## config.mk

```make
export PLATFORM = sky130hd
export DESIGN_NAME = id_decode_reg
export DESIGN_NICKNAME = d
export VERILOG_FILES = /design/src/rtl/id_decode_reg.sv
export SDC_FILE = /design/constraint.sdc
export NUM_CORES = 1
export LEC_CHECK = 0
export BUFFER_PORTS_ARGS = -buffer_cell sky130_fd_sc_hd__buf_4
export CAP_MARGIN = 20
export CORE_MARGIN = 3
export CORE_UTILIZATION = 40
export CTS_CLUSTER_DIAMETER = 60
export CTS_CLUSTER_SIZE = 10
export DETAILED_ROUTE_END_ITERATION = 8
export HOLD_SLACK_MARGIN = 0.12
export PLACE_DENSITY = 0.82
export SLEW_MARGIN = 20
export SYNTH_ARGS = -nofsm -noshare
export SYNTH_HDL_FRONTEND = slang
export SYNTH_SLANG_ARGS = --single-unit
```

## constraint.sdc

```tcl
create_clock -name clk -period 2 [get_ports clk]
set_input_delay 0.3 -clock clk [delete_from_list [all_inputs] [get_ports clk]]
set_output_delay 0.3 -clock clk [all_outputs]
set_load 0.01 [all_outputs]
```

## src/rtl/id_decode_reg.sv

```systemverilog
// -----------------------------------------------------------------------------
// id_decode_reg
//
// Decode-stage front end between the IF/ID boundary and the immediate
// generator / register-file read. It accepts fetched instructions over a
// valid/ready handshake. It classifies the opcode into the 3-bit
// immediate-format select and flags illegal encodings. Decode results are
// registered into an ID output stage that supports stall and flush.
//
// After an illegal instruction is accepted, a two-state trap FSM
// (RUN / TRAP_WAIT) blocks further intake until trap_ack or flush arrives.
//
// Optional feature macro: RV32F_R4_DECODE_EN
//   defined   : FMADD/FMSUB/FNMSUB/FNMADD decode legal, ext_sel 101, rs3 valid
//   undefined : those opcodes are illegal; out_rs3 is always 0
//
// Ports
//   clk, rst              clock (rising edge), asynchronous active-high reset
//   in_valid/in_ready     fetch-side handshake
//   in_instr, in_pc       fetched instruction and its PC
//   out_valid/out_ready   EX-side handshake
//   out_instr, out_pc     registered instruction / PC
//   out_ext_sel           immediate-format select (000 I, 001 S, 010 B, 011 J,
//                         100 U, 101 R4, 111 none)
//   out_rs1/rs2/rd/rs3    register indices (rs3 is 0 unless R4)
//   out_illegal           registered instruction is illegal
//   flush                 kill held and incoming instruction
//   trap_ack              trap handler has taken the illegal instruction
// -----------------------------------------------------------------------------
module id_decode_reg #(
  parameter int              XLEN     = 32,
  parameter logic [XLEN-1:0] RESET_PC = '0
) (
  input  logic            clk,
  input  logic            rst,
  input  logic            in_valid,
  output logic            in_ready,
  input  logic [XLEN-1:0] in_instr,
  input  logic [XLEN-1:0] in_pc,
  output logic            out_valid,
  input  logic            out_ready,
  output logic [XLEN-1:0] out_instr,
  output logic [XLEN-1:0] out_pc,
  output logic [2:0]      out_ext_sel,
  output logic [4:0]      out_rs1,
  output logic [4:0]      out_rs2,
  output logic [4:0]      out_rd,
  output logic [4:0]      out_rs3,
  output logic            out_illegal,
  input  logic            flush,
  input  logic            trap_ack
);

  localparam logic [2:0] FMT_I    = 3'b000;
  localparam logic [2:0] FMT_S    = 3'b001;
  localparam logic [2:0] FMT_B    = 3'b010;
  localparam logic [2:0] FMT_J    = 3'b011;
  localparam logic [2:0] FMT_U    = 3'b100;
`ifdef RV32F_R4_DECODE_EN
  localparam logic [2:0] FMT_R4   = 3'b101;
`endif
  localparam logic [2:0] FMT_NONE = 3'b111;

  localparam logic [XLEN-1:0] NOP_INSTR = XLEN'(32'h0000_0013);

  typedef enum logic {ST_RUN = 1'b0, ST_TRAP_WAIT = 1'b1} state_t;

  state_t          state_q, state_d;
  logic            xfer;

  logic [2:0]      dec_ext_sel;
  logic            dec_illegal;
  logic [4:0]      dec_rs3;

  logic            out_valid_q,   out_valid_d;
  logic [XLEN-1:0] out_instr_q,   out_instr_d;
  logic [XLEN-1:0] out_pc_q,      out_pc_d;
  logic [2:0]      out_ext_sel_q, out_ext_sel_d;
  logic [4:0]      out_rs3_q,     out_rs3_d;
  logic            out_illegal_q, out_illegal_d;

  // Opcode classification of the incoming instruction.
  always_comb begin
    dec_ext_sel = FMT_NONE;
    dec_illegal = 1'b0;
    dec_rs3     = 5'd0;
    case (in_instr[6:0])
      7'b0010011, 7'b0000011, 7'b1100111,
      7'b1110011, 7'b0001111:             dec_ext_sel = FMT_I;
      7'b0100011:                         dec_ext_sel = FMT_S;
      7'b1100011:                         dec_ext_sel = FMT_B;
      7'b1101111:                         dec_ext_sel = FMT_J;
      7'b0110111, 7'b0010111:             dec_ext_sel = FMT_U;
      7'b0110011:                         dec_ext_sel = FMT_NONE;
`ifdef RV32F_R4_DECODE_EN
      7'b1000011, 7'b1000111,
      7'b1001011, 7'b1001111: begin
        dec_ext_sel = FMT_R4;
        dec_rs3     = in_instr[31:27];
      end
`endif
      default:                            dec_illegal = 1'b1;
    endcase
    // Compressed / non-32-bit encodings are never accepted. Every listed
    // opcode ends in 2'b11, so this only restates the rule explicitly.
    if (in_instr[1:0] != 2'b11) dec_illegal = 1'b1;
    if (dec_illegal) begin
      dec_ext_sel = FMT_NONE;
      dec_rs3     = 5'd0;
    end
  end

  // FSM: state register
  always_ff @(posedge clk or posedge rst) begin
    if (rst) state_q <= ST_RUN;
    else     state_q <= state_d;
  end

  // FSM: next state
  always_comb begin
    state_d = state_q;
    case (state_q)
      ST_RUN:       if (xfer && dec_illegal) state_d = ST_TRAP_WAIT;
      ST_TRAP_WAIT: if (trap_ack || flush)   state_d = ST_RUN;
      default:                               state_d = ST_RUN;
    endcase
  end

  // FSM: outputs. A flush this cycle always blocks intake.
  always_comb begin
    in_ready = (state_q == ST_RUN) && (!out_valid_q || out_ready) && !flush;
  end

  assign xfer = in_valid && in_ready;

  // Output register next-state, in priority order: flush, transfer, drain.
  always_comb begin
    out_valid_d   = out_valid_q;
    out_instr_d   = out_instr_q;
    out_pc_d      = out_pc_q;
    out_ext_sel_d = out_ext_sel_q;
    out_rs3_d     = out_rs3_q;
    out_illegal_d = out_illegal_q;
    if (flush) begin
      out_valid_d = 1'b0;
    end else if (xfer) begin
      out_valid_d   = 1'b1;
      out_instr_d   = in_instr;
      out_pc_d      = in_pc;
      out_ext_sel_d = dec_ext_sel;
      out_rs3_d     = dec_rs3;
      out_illegal_d = dec_illegal;
    end else if (out_valid_q && out_ready) begin
      out_valid_d = 1'b0;
    end
  end

  always_ff @(posedge clk or posedge rst) begin
    if (rst) begin
      out_valid_q   <= 1'b0;
      out_instr_q   <= NOP_INSTR;
      out_pc_q      <= RESET_PC;
      out_ext_sel_q <= FMT_I;
      out_rs3_q     <= 5'd0;
      out_illegal_q <= 1'b0;
    end else begin
      out_valid_q   <= out_valid_d;
      out_instr_q   <= out_instr_d;
      out_pc_q      <= out_pc_d;
      out_ext_sel_q <= out_ext_sel_d;
      out_rs3_q     <= out_rs3_d;
      out_illegal_q <= out_illegal_d;
    end
  end

  assign out_valid   = out_valid_q;
  assign out_instr   = out_instr_q;
  assign out_pc      = out_pc_q;
  assign out_ext_sel = out_ext_sel_q;
  assign out_illegal = out_illegal_q;
  assign out_rs3     = out_rs3_q;
  // The indices are raw fields of the held instruction. Downstream logic
  // decides which of them are meaningful based on ext_sel.
  assign out_rs1     = out_instr_q[19:15];
  assign out_rs2     = out_instr_q[24:20];
  assign out_rd      = out_instr_q[11:7];

endmodule

```

After elaboration in Yosys (flattened, before gate mapping) --
Cells that the tools add are included. Widths: inputs -> output; s select.
Operators by class: equal/unequal tests 12, mux-type cells 10, bitwise logic cells 2, reduce and logical (&&, ||, !) cells 14
Operators with widths (count):
- $eq 7x7->1 const B | 4
- $eq 7x6->1 const B | 3
- $pmux 3 s5 | 1
- $eq 7x5->1 const B | 2
- $reduce_or 11->1 | 1
- $eq 7x2->1 const B | 1
- $eq 7x4->1 const B | 1
- $mux 1 | 7
- $logic_and 1x1->1 | 5
- $reduce_or 5->1 | 1
- $mux 3 | 1
- $reduce_bool 3->1 | 1
- $logic_not 1->1 | 2
- $logic_or 1x1->1 | 2
- $ne 2x2->1 const B | 1
- $not 1->1 | 2
- $pmux 1 s2 | 1
- $reduce_and 2->1 | 1
- $reduce_or 2->1 | 1
Storage, ports and cells: register bits after elaboration 70

Depth between registers and ports, before layout --
depth after elaboration 8, mapped depth 8

Worst setup path before layout --
Ideal clock, no wire load.
path type register to register, from register out_valid_q (netlist: out_valid), to register out_instr_q[25] (netlist: out_instr[25]), library setup time 0.116 ns, arrival time 1.357 ns, data required time 1.884 ns, slack 0.526 ns, cell stages (with the launch flop) 8, period minus slack after synthesis 1.474 ns, path through dfrtp_1 nand2b_1 nor3b_2 nand2_1 buf_4 buf_2 nand2_1 nand2_1
Between the ends: cells in the longest elaborated chain, start to end 6
RTL lines:
- start: declaration | line 75 | logic out_valid_q, out_valid_d;
- start signal: assignment | line 167 | out_valid_q <= out_valid_d;
- $logic_not 1->1 | line 131 | in_ready = (state_q == ST_RUN) && (!out_valid_q || out_ready) && !flush;
- $logic_or 1x1->1 | line 131
- $logic_and 1x1->1 (2 in series) | line 131
- net in_ready | line 37 | output logic in_ready,
- $logic_and 1x1->1 | line 134 | assign xfer = in_valid && in_ready;
- $reduce_and 2->1 (no line)
- end signal: assignment | line 168 | out_instr_q <= out_instr_d;
- end: declaration | line 76 | logic [XLEN-1:0] out_instr_q, out_instr_d;
The timed path passes the listed nets, and every way through them passes these cells. A chain may end at the register's enable or synchronous reset.

Worst setup path after layout --
from register out_valid_q (netlist: out_valid), to register out_instr_q[31] (netlist: out_instr[31])
Between the ends: cells in the longest elaborated chain, start to end 6
RTL lines (line):
- $logic_not 1->1 | 131
- $logic_or 1x1->1 | 131
- $logic_and 1x1->1 (2 in series) | 131
- $logic_and 1x1->1 | 134
- $reduce_and 2->1 (no line)
Every way passes these cells.

==> impl_results.md <==
- Status: completed
- Core Area: between 7000 and 8000 um^2
- Hold WS: 0.153 ns
- Critical path's most frequent cell: nand2_1
- Max Transition Viols Final: 0
- CP Max Fanout: 24
- Post-cts hold buffer count: 1
- Dpl ws: about 0.33 ns
- Syn Std Cell Area: approximately 3000 um^2
- Final WS setup: 0.364 ns
- Setup tns final: 0 ns
- Area post-placement: just over 4000 um^2
- Post-Synthesis Cells: 350
- Pwr Density: a little under 1000 nW/um^2
- DR pass1 iterations: 4
- Die X: ~93 um
- Initial antenna violation count: 0
- # nets final: approximately 560
- Non-filler cells, final: approximately 590
- WS Path Type: reg2reg
- Fmax: between 600 and 700 MHz
- Routed WL per cell: 12.9 um
- # setup viols final: 0
- Critical-path cell list: nand2b_1 -> nor3b_2 -> and2_2 -> buf_4 -> nand2_1 -> nand2_1
- Initial Util: 0.414
- Largest net degree at the start of global routing: 37
- Ant diodes: 0
- Dpl cells: approximately 570
- Arr. time, crit path: approximately 1.9 ns
- Ys flop type: dfrtp_1
- Final GP Congestion: roughly 0.80
- Die ar.: about 8600 um^2
- Tcrit/Tclk final: 0.818
- Total GRT Usage: 0.176
- Share of cells above drive strength 1: 0.376
- Final instance area: roughly 4400 um^2
- Peak VDD IR: between 0.0004 and 0.0005 V
- P_leak: ~2.4 nW
- Residual DRC: 0
- Required @ worst endpoint: 2.27 ns
- Synthesis-to-layout area growth: 45.1%
- Max cap viols: 0
- RSZ-0062 raised after global routing: no
- Iteration-0 DRC Markers: between 100 and 150
- GR Overflow Total: 0
- Clock-pin slew on the worst setup and hold paths: 0.08 ns
- Root Buffer: clkbuf_8
- First-pass GRT wire length: about 12000 um
- Crit-path max cell delay: 0.39 ns
- #FFs+latches synth: 70
- Post-synthesis cell type count: 30
- DP Wirelength: slightly below 6000 um
- Row cnt: 31
- CTS tree: yes
- Hold Vio Cnt, Final: 0
- CTS Buffer Depth: 2
- Clk Latency, worst-skew pair: around 0.33 ns
- Overall routed net length: about 7700 um
- Port Buffers: around 150
- Via/cell ratio: between 4 and 5
- Top Ports: 160
- H-tree Lvls: 3
- EDFF count, synth: 0
- Crit path time final: about 1.6 ns
- Synth async-reset ratio: 1.00
- Skew final: ~0.0055 ns
- Vias in the first global route: between 2000 and 3000
- Hold WC Path Type: in2reg
- Via count: roughly 2600
- Register area share after synthesis: 0.581
- Routed Antenna Nets: 0
- CTS resizes: 0
- Slowest cell on the critical path: dfrtp_1
- Die H: roughly 93 um
- Syn Area/Cell: between 8 and 9 um^2
- # clock sinks: 70
- Postcts setup bufs: 0
- Warnings from Yosys: 0
- Worst Setup End Kind: register
- TritonCTS Buffers: 9
- Worst Setup Start Kind: register
## critical path: cells and delay by family (launching register included)
family                 cells  cell delay [ns]
buffers and inverters      1             0.32
flip-flops                 1             0.39
AND/OR/NAND/NOR            5             0.85
## state kept, by name, summed over array words and instances (netlist names)
register,count
out_instr,32
out_pc,32
out_ext_sel,3
out_illegal,1
out_valid,1
state_q,1
## cell families (layout without fill, tap and decap cells)
kind of cell	after synthesis	after routing	synth area share
AND/OR/NAND/NOR	220	220	0.288
AO/OA/AOI/OAI	17	17	0.0352
XOR/XNOR	1	1	0.00290
flip-flops	70	70	0.581
buffers and inverters	41	179	0.0916
other	1	5	0.00124
## metrics by stage
| step | power [mW] | util |
|---|---|---|
| after floorplan | 2.47 | - |
| after global placement | 3.09 | 0.569 |
| after detailed placement | 3.14 | 0.569 |
| after CTS | 4.38 | 0.601 |
| after global routing | 4.59 | 0.601 |
| final | 4.32 | 0.601 |
## where the power goes
part           leakage, nW  switching (mW)  internal, mW  total, mW
clock               0.0977           0.528         0.703       1.23
combinational         1.47           0.586         0.635       1.22
sequential           0.854           0.172          1.70       1.87
## cells in the final DEF (no fill, tap or decap)
| cell type | count |
|---|---|
| nand2_1 | 197 |
| buf_4 | 156 |
| dfrtp_1 | 67 |
| nor2_1 | 10 |
| clkbuf_8 | 9 |
| o21ai_0 | 7 |
| clkinvlp_4 | 5 |
| conb_1 | 5 |
| nand2b_1 | 4 |
| a21oi_1 | 4 |
| buf_12 | 4 |
| dfstp_2 | 3 |
| bufinv_16 | 2 |
| nor3b_2 | 1 |
| and2_2 | 1 |
| nand2_2 | 1 |
| and2b_1 | 1 |
| nor3_1 | 1 |
| inv_1 | 1 |
| nor3b_1 | 1 |
| or4_4 | 1 |
| a32oi_1 | 1 |
| a31oi_2 | 1 |
| and2_0 | 1 |
| o211ai_1 | 1 |
| a31oi_1 | 1 |
| a21boi_0 | 1 |
| o22a_1 | 1 |
| xnor2_1 | 1 |
| nor2b_1 | 1 |
| clkinv_4 | 1 |
| dlygate4sd3_1 | 1 |
## path summary, 6_finish.rpt
| path | start | endpoint | slack, ns | cells past startpoint |
|---|---|---|---|---|
| min in group asynchronous | rst | out_instr[5] | 0.53 | 3 |
| worst max-delay path | out_valid | out_instr[31] | 0.36 | 6 |
| max in group asynchronous | rst | out_instr[25] | 0.90 | 4 |
| worst min-delay path | in_pc[28] | out_pc[28] | 0.15 | 3 |
| worst max register to register | out_valid | out_instr[31] | 0.36 | 6 |
| worst min register to register | out_instr[4] | out_instr[4] | 0.46 | 2 |
## cell type report
cell class                 instances  area [um^2]
tap                               99          124
sequential                        70         1760
clock inverter                     7         98.8
fill                             645         2910
multi-input combinational        243         1010
inverter                           2         11.3
clock buffer                       9          124
timing repair buffer             161         1260
## cell usage after synthesis, types with 2 or more instances
| cell | n | area share |
|---|---|---|
| nand2_1 | 198 | 0.25 |
| dfrtp_1 | 67 | 0.56 |
| buf_4 | 22 | 0.055 |
| nor2_1 | 10 | 0.012 |
| buf_2 | 7 | 0.012 |
| o21ai_0 | 7 | 0.012 |
| a21oi_1 | 4 | 0.0066 |
| buf_1 | 4 | 0.0050 |
| buf_6 | 4 | 0.015 |
| nand2b_1 | 4 | 0.0083 |
| dfstp_2 | 3 | 0.026 |
| inv_1 | 2 | 0.0025 |
## layer usage
metal  wire (um)  track usage  up-vias
met4          93       0.0513        0
met2        3950        0.303       86
met3         455       0.0463       10
met1        3150        0.218     1235
met5           0            0        -
li1            -            -     1316
No activity file was read; power rests on OpenSTA's default activity.
